<file path="config.mk">
export PLATFORM = sky130hd
export DESIGN_NAME = ps2_key_sequencer
export DESIGN_NICKNAME = d
export VERILOG_FILES = /design/src/rtl/ps2_key_sequencer.sv
export SDC_FILE = /design/constraint.sdc
export NUM_CORES = 1
export LEC_CHECK = 0
export CAP_MARGIN = 20
export CORE_MARGIN = 2
export CORE_UTILIZATION = 47
export CTS_BUF_LIST = sky130_fd_sc_hd__clkbuf_4
export DETAILED_ROUTE_END_ITERATION = 10
export PLACE_DENSITY = 0.9
export SYNTH_ARGS = -nofsm -noshare
export SYNTH_HDL_FRONTEND = slang
export SYNTH_SLANG_ARGS = --single-unit
export TNS_END_PERCENT = 20
</file>
<file path="constraint.sdc">
create_clock -name clk -period 1.5 [get_ports clk]
set_input_delay 0.3 -clock clk [delete_from_list [all_inputs] [get_ports clk]]
set_output_delay 0.3 -clock clk [all_outputs]
set_load 0.02 [all_outputs]
</file>
<file path="src/rtl/ps2_key_sequencer.sv">
// PS/2 Set-2 key sequencer: drains the keyboard FIFO and tracks the pressed, held and released state of keys.
// Optional feature: define PS2_TYPEMATIC_EN so that typematic repeats also raise event_pulse.
module ps2_key_sequencer #(
    parameter int          COUNT_W    = 8,
    parameter logic [7:0]  BREAK_CODE = 8'hF0,
    parameter logic [7:0]  EXT_CODE   = 8'hE0
) (
    input  logic               clk,
    input  logic               rst,
    input  logic               ready,
    input  logic [7:0]         data,
    input  logic               overflow,
    input  logic               clr_ovf,
    output logic               nextdata_n,
    output logic [7:0]         key_code,
    output logic               key_ext,
    output logic               key_valid,
    output logic [COUNT_W-1:0] key_count,
    output logic               event_pulse,
    output logic               ovf_sticky
);

    typedef enum logic [1:0] {
        S_IDLE = 2'd0,
        S_POP  = 2'd1,
        S_WAIT = 2'd2
    } state_e;

    state_e             state_q,      state_d;
    logic [7:0]         byte_q,       byte_d;
    logic               nextdata_n_q, nextdata_n_d;
    logic [7:0]         key_code_q,   key_code_d;
    logic               key_ext_q,    key_ext_d;
    logic               key_valid_q,  key_valid_d;
    logic [COUNT_W-1:0] key_count_q,  key_count_d;
    logic               event_q,      event_d;
    logic               ovf_q,        ovf_d;
    logic               brk_pend_q,   brk_pend_d;
    logic               ext_pend_q,   ext_pend_d;

    // True when the decoded byte refers to the key that is currently held
    function automatic logic held_match(input logic [7:0] code_in, input logic ext_in,
                                        input logic [7:0] held_code, input logic held_ext,
                                        input logic held_valid);
        held_match = held_valid && (code_in == held_code) && (ext_in == held_ext);
    endfunction

    // Handshake FSM, scan-code decode and overflow bookkeeping
    always_comb begin
        state_d      = state_q;
        byte_d       = byte_q;
        nextdata_n_d = nextdata_n_q;
        key_code_d   = key_code_q;
        key_ext_d    = key_ext_q;
        key_valid_d  = key_valid_q;
        key_count_d  = key_count_q;
        event_d      = event_q;
        ovf_d        = ovf_q;
        brk_pend_d   = brk_pend_q;
        ext_pend_d   = ext_pend_q;

        case (state_q)
            S_IDLE: begin
                if (ready) begin
                    byte_d       = data;
                    nextdata_n_d = 1'b0;
                    state_d      = S_POP;
                end else begin
                    state_d      = S_IDLE;
                end
            end
            S_POP: begin
                nextdata_n_d = 1'b1;
                state_d      = S_WAIT;
                if (byte_q == EXT_CODE) begin
                    ext_pend_d = 1'b1;
                end else if (byte_q == BREAK_CODE) begin
                    brk_pend_d = 1'b1;
                end else if (brk_pend_q) begin
                    // A break for any key other than the held one is dropped
                    if (held_match(byte_q, ext_pend_q, key_code_q, key_ext_q, key_valid_q)) begin
                        key_valid_d = 1'b0;
                    end else begin
                        key_valid_d = key_valid_q;
                    end
                    brk_pend_d = 1'b0;
                    ext_pend_d = 1'b0;
                end else if (held_match(byte_q, ext_pend_q, key_code_q, key_ext_q, key_valid_q)) begin
`ifdef PS2_TYPEMATIC_EN
                    event_d    = 1'b1;
`else
                    event_d    = 1'b0;
`endif
                    ext_pend_d = 1'b0;
                end else begin
                    key_code_d  = byte_q;
                    key_ext_d   = ext_pend_q;
                    key_valid_d = 1'b1;
                    key_count_d = key_count_q + {{(COUNT_W-1){1'b0}}, 1'b1};
                    event_d     = 1'b1;
                    ext_pend_d  = 1'b0;
                end
            end
            S_WAIT: begin
                event_d = 1'b0;
                state_d = S_IDLE;
            end
            default: begin
                nextdata_n_d = 1'b1;
                event_d      = 1'b0;
                state_d      = S_IDLE;
            end
        endcase

        // Overflow corrupts the prefix context; it overrides whatever the decode computed
        if (overflow) begin
            ovf_d      = 1'b1;
            brk_pend_d = 1'b0;
            ext_pend_d = 1'b0;
        end else if (clr_ovf) begin
            ovf_d      = 1'b0;
        end else begin
            ovf_d      = ovf_q;
        end
    end

    // State and output registers
    always_ff @(posedge clk or posedge rst) begin
        if (rst) begin
            state_q      <= S_IDLE;
            byte_q       <= 8'h00;
            nextdata_n_q <= 1'b1;
            key_code_q   <= 8'h00;
            key_ext_q    <= 1'b0;
            key_valid_q  <= 1'b0;
            key_count_q  <= {COUNT_W{1'b0}};
            event_q      <= 1'b0;
            ovf_q        <= 1'b0;
            brk_pend_q   <= 1'b0;
            ext_pend_q   <= 1'b0;
        end else begin
            state_q      <= state_d;
            byte_q       <= byte_d;
            nextdata_n_q <= nextdata_n_d;
            key_code_q   <= key_code_d;
            key_ext_q    <= key_ext_d;
            key_valid_q  <= key_valid_d;
            key_count_q  <= key_count_d;
            event_q      <= event_d;
            ovf_q        <= ovf_d;
            brk_pend_q   <= brk_pend_d;
            ext_pend_q   <= ext_pend_d;
        end
    end

    assign nextdata_n  = nextdata_n_q;
    assign key_code    = key_code_q;
    assign key_ext     = key_ext_q;
    assign key_valid   = key_valid_q;
    assign key_count   = key_count_q;
    assign event_pulse = event_q;
    assign ovf_sticky  = ovf_q;

endmodule

</file>
After elaboration in Yosys (flattened, before gate mapping)
Cells that the tools add are included.
Widths: inputs -> output; s select.
{"block": "totals", "output_inout_bits": 21, "word_cells": 66, "in_bits": 13, "reg_bits": 33}
{"block": "classes", "muxes": 22, "n_bitwise": 6, "n_eq_ne": 14, "addsub": 1, "reduce_logical": 12}
{"operator": "$mux 1", "count": 19}
{"operator": "$eq 8x8->1 const B", "count": 2}
{"operator": "$ne 2x2->1 const B", "count": 6}
{"operator": "$reduce_and 5->1", "count": 2}
{"operator": "$add 8x1->8 const B", "count": 1}
{"operator": "$eq 8x8->1", "count": 1}
{"operator": "$reduce_and 2->1", "count": 4}
{"operator": "$not 1->1", "count": 6}
{"operator": "$pmux 1 s2", "count": 2}
{"operator": "$pmux 2 s2", "count": 1}
{"operator": "$reduce_and 4->1", "count": 1}
{"operator": "$reduce_bool 2->1", "count": 2}
{"operator": "$ne 3x3->1 const B", "count": 1}
{"operator": "$eq 2x1->1 const B", "count": 1}
{"operator": "$eq 2x2->1 const B", "count": 1}
{"operator": "$logic_and 1x1->1", "count": 2}
{"operator": "$logic_not 2->1", "count": 1}
{"operator": "$ne 2x1->1 const B", "count": 1}
{"operator": "$eq 1x1->1", "count": 1}

Logic depth before layout (Yosys ltp)
Gate-level depths: netlist (run 1).
{"block": "depth", "depth_word": 8, "mapped_depth": 5, "depth_no_buf": 5}

Worst setup path after synthesis (run 1)
Ideal clock, no wire load.
{"block": "synth_timing", "kind": "flip-flop to flip-flop", "from": "register key_code_q[3] (netlist: key_code[3])", "to": "register key_code_q[3] (netlist: key_code[3])", "synth_period_minus_slack_ns": 1.612, "path_stages_with_launch": 5, "slack_ns": -0.112, "path_buffers": 0, "t_arrival_ns": 1.488, "setup_ns": 0.125, "required_ns": 1.375, "cell_sequence": "dfrtp_1 -> xnor2_1 -> nand4_1 -> o31ai_2 -> mux2_2"}
{"block": "synth_via", "elab_chain_len": 5}
{"item": "start, declared", "line_no": "32", "text": "logic [7:0] key_code_q, key_code_d;"}
{"item": "start signal, assigned", "line_no": "145", "text": "key_code_q <= key_code_d;"}
{"item": "$eq 8x8->1", "line_no": "45", "text": "held_match = held_valid && (code_in == held_code) && (ext_in == held_ext);"}
{"item": "$logic_and 1x1->1 (2 in a row)", "line_no": "45"}
{"item": "$not 1->1 (no source line)"}
{"item": "$reduce_and 5->1 (no source line)"}
Every way passes these cells.
A chain may end at the register's enable or synchronous reset.

Final worst setup path (run 1)
{"block": "layout_timing", "from": "register ext_pend_q", "to": "register key_code_q[6] (netlist: key_code[6])"}
{"block": "layout_via", "elab_chain_len": 4}
{"item": "start, declared", "line_no": "39", "text": "logic ext_pend_q, ext_pend_d;"}
{"item": "start signal, assigned", "line_no": "152", "text": "ext_pend_q <= ext_pend_d;"}
{"item": "$eq 1x1->1", "line_no": "45"}
{"item": "$logic_and 1x1->1", "line_no": "45"}
{"item": "$not 1->1 (no source line)"}
{"item": "$reduce_and 5->1 (no source line)"}
Every way passes these cells.

==> results of run 1 <==
==> cell families after synthesis <==
family,after synthesis
DFF,33
and+or+nand+nor,31
AOI/OAI and AO/OA,18
muxes,18
xor gates and xnor gates,14
buffers and inverters,11
adders and majority gates,1
==> area by class of cell <==
type	count	area [µm²]	share of cell area [%]
flip-flops and latches	33	830	36.4
multi-input cells	82	763	33.5
repair buffers	72	558	24.5
well taps	44	55.1	2.42
clock buffers	6	45.0	1.98
inverters	6	22.5	0.989
clock inverters	1	3.75	0.165
==> routing by layer <==
layer	global-route usage, %	wire length [µm]	up-vias
met4	6.99	86	0
li1	-	-	607
met1	27.6	1650	664
met2	42.6	2250	55
met3	6.93	230	10
met5	0	0	-
==> power breakdown <==
part / switching (mW) / internal, mW
sequential: 0.302 / 1.17
combinational: 1.05 / 1.04
clock: 0.291 / 0.188
==> worst min-delay path, cell delays in order <==
cell,delay [ps]
sky130_fd_sc_hd__clkdlybuf4s50_1,400
sky130_fd_sc_hd__inv_1,70
sky130_fd_sc_hd__buf_4,220
==> metrics by stage <==
stage	area [µm²]	total power, mW	utilization, %	std cells
after global routing	2280	4.26	73.4	244
after detailed placement	2210	3.57	71.1	234
after global placement	2210	3.44	71.1	234
after floorplan	1580	2.50	-	126
final	2280	4.05	73.4	244
after CTS	2260	3.94	72.7	241
==> cell usage after synthesis, drive strengths merged <==
| cell | instances | area, µm² |
|---|---|---|
| a211oi | 2 | 27.5 |
| a21o | 2 | 16.3 |
| a21oi | 3 | 15.0 |
| a41o | 1 | 10.0 |
| and4 | 1 | 8.76 |
| buf | 3 | 20.0 |
| clkbuf | 2 | 7.51 |
| dfrtp | 32 | 801 |
| dfstp | 1 | 26.3 |
| ha | 1 | 12.5 |
| inv | 6 | 22.5 |
| mux2 | 18 | 203 |
| nand2 | 3 | 11.3 |
| nand2b | 2 | 12.5 |
| nand3 | 3 | 15.0 |
| nand4 | 5 | 31.3 |
| nor2 | 7 | 26.3 |
| nor3 | 5 | 25.0 |
| nor3b | 2 | 20.0 |
| nor4bb | 1 | 25.0 |
| o211ai | 2 | 15.0 |
| o21ai | 1 | 5.00 |
| o311ai | 4 | 35.0 |
| o31ai | 1 | 12.5 |
| o41ai | 2 | 17.5 |
| or4 | 2 | 15.0 |
| xnor2 | 14 | 123 |
==> state kept, by name, summed over array words and instances, names as in the netlist <==
name	cells
brk_pend_q	1
byte_q	8
ovf_sticky	1
key_ext	1
key_count	8
key_valid	1
ext_pend_q	1
nextdata_n	1
state_q	2
event_pulse	1
key_code	8
==> what timing repair did <==
action,in CTS,in global routing
gates cloned,0,0
hold buffers,0,0
endpoints found under the setup margin,39,32
buffers inserted,0,3
resized for setup,34,25
hold endpoints to repair,0,0
pin swaps,4,1
==> path summary, 6_finish.rpt <==
kind	cells after the start	start	slack, ps	to
worst max-delay path	4	ext_pend_q	-170	key_code[6]
worst min-delay path	3	rst	280	key_code[2]
worst max register to register	4	ext_pend_q	-170	key_code[6]
worst min register to register	1	key_count[7]	470	key_count[7]
max in group asynchronous	3	rst	970	key_count[3]
min in group clk	1	key_count[7]	470	key_count[7]
==> impl_metrics.sql, run 1 <==
INSERT INTO impl_metrics (metric_group, metric, value, unit) VALUES
('timing', 'timing.final.setup_violations', '18', ''),
('logic_synthesis', 'post_synth_mux_area_share', '13.0', '%'),
('critical_path', 'timing.critical_path.buf_inv', '0', ''),
('routing', 'num_vias', '1336', ''),
('grt', 'via_count_of_the_first_global_routing_pass', '1346', ''),
('final_layout', 'drive_gt1_share', '44.5', '%'),
('logic_synthesis', 'syn-instance-count', '126', ''),
('critical_path', 'critical-path-max-stage-delay', '410', 'ps'),
('clock_network', 'cts_made_buffers', '5', ''),
('timing', 'fin_worst_hold_slack', '278', 'ps'),
('timing', 'layout_setup_ws', '-174', 'ps'),
('final_layout', 'final_common_cell', 'sky130_fd_sc_hd__buf_4', ''),
('logic_synthesis', 'yosys.cell_types.count', '32', ''),
('logic_synthesis', 'synth_adder_area_share', '0.803', '%'),
('clock_network', 'number_of_sinks_on_the_clock_net', '33', ''),
('logic_synthesis', 'synth.yosys.seq_area_share', '53.0', '%'),
('job', 'cap_viol_max_count', '0', ''),
('routing', 'drt_pass1_iterations', '4', ''),
('grt', 'globalRoute.totalOverflow', '0', ''),
('final_layout', 'diodes', '0', ''),
('logic_synthesis', 'post_synth_xor_area_fraction', '7.87', '%'),
('outcome', 'outcome', 'finished with violations', ''),
('final_layout', 'flow.area_growth_from_synthesis', '46.1', '%'),
('critical_path', 'critical_path_required', '1740', 'ps'),
('clock_network', 'cts.root.buffer_cell', 'sky130_fd_sc_hd__clkbuf_4', ''),
('outcome', 'violations_in_the_final_reports', 'setup timing', ''),
('grt', 'antenna_violations_before_repair', '0', ''),
('grt', 'grt_max_degree', '20', ''),
('critical_path', 'critPathTopFamily', 'flip-flops', ''),
('timing', 'finalWorstPathRequiredPeriod', '1670', 'ps'),
('critical_path', 'critical_path.max_fanout', '4', ''),
('power_and_ir_drop', 'power_leakage', '1.03', 'nW'),
('timing', 'timing_worst_slew_pin_value', '349', 'ps'),
('critical_path', 'cp-end-kind', 'flop', ''),
('clock_network', 'tritoncts', 'yes', ''),
('logic_synthesis', 'syn_nets', '140', ''),
('routing', 'count_of_routing_violations_after_the_opening_detailed_route_iteration', '64', ''),
('floorplanning', 'core_area', '3100', 'µm²'),
('min_path', 'worst_hold_path_type', 'in2async', ''),
('power_and_ir_drop', 'power_density', '1780', 'nW/µm²'),
('timing', 'maxSlewViolCount', '0', ''),
('timing', 'final.setup_skew', '7.27', 'ps'),
('logic_synthesis', 'synth.ff_latch_count', '33', ''),
('placed_design', 'place_congestion', '0.929', ''),
('floorplanning', 'initial_core_util', '50.2', '%'),
('timing', 'final.period_utilization', '112', '%'),
('critical_path', 'worstSetupStartpointType', 'flop', ''),
('timing', 'slew-limit-headroom', '76.3', '%'),
('routing', 'drcViolationCount', '0', ''),
('logic_synthesis', 'synth_compound_gate_area_share', '9.87', '%'),
('floorplanning', 'die_h', '61.6', 'µm'),
('placed_design', 'port-buffer-count', '33', ''),
('logic_synthesis', 'avgSynthCellArea', '12.4', 'µm²'),
('routing', 'via_per_inst', '5.48', ''),
('critical_path', 'critical_path_arrival', '1910', 'ps'),
('clock_network', 'clock_tree.htree_level_count', '2', ''),
('routing', 'routedWlPerCell', '17.3', 'µm'),
('floorplanning', 'chipWidth', '61.6', 'µm'),
('logic_synthesis', 'synth.cell_area', '1560', 'µm²'),
('routing', 'drtAntennaViolNets', '0', ''),
('critical_path', 'crit_chain', 'xnor2_1, nand4_1, o31ai_4, mux2_2', ''),
('final_layout', 'most_frequent_cells_in_the_layout', '39 x sky130_fd_sc_hd__buf_4, 30 x sky130_fd_sc_hd__dfrtp_1, 13 x sky130_fd_sc_hd__mux2_2, 12 x sky130_fd_sc_hd__xnor2_1, 12 x sky130_fd_sc_hd__clkdlybuf4s50_1', ''),
('grt', 'wire_length_of_the_first_global_routing_pass', '6290', 'µm'),
('final_layout', 'final_net_count', '214', ''),
('placed_design', 'worst_setup_slack_before_clock_tree_synthesis', '-194', 'ps'),
('placed_design', 'place_hpwl', '2980', 'µm'),
('floorplanning', 'number_of_top_level_pins', '34', ''),
('clock_network', 'clk_path_buf_depth', '2', ''),
('timing', 'clock.fmax', '597', 'MHz'),
('timing', 'fin_tns_setup', '-2090', 'ps'),
('logic_synthesis', 'synth_warnings', '0', '');
Power figures use the tool's default switching activity.
==> inputs of run 2 (changes only) <==
Settings changed: CAP_MARGIN 20 to unset.
==> results of run 2 <==
Final layout, timing and power as in run 1 (identical DEF).
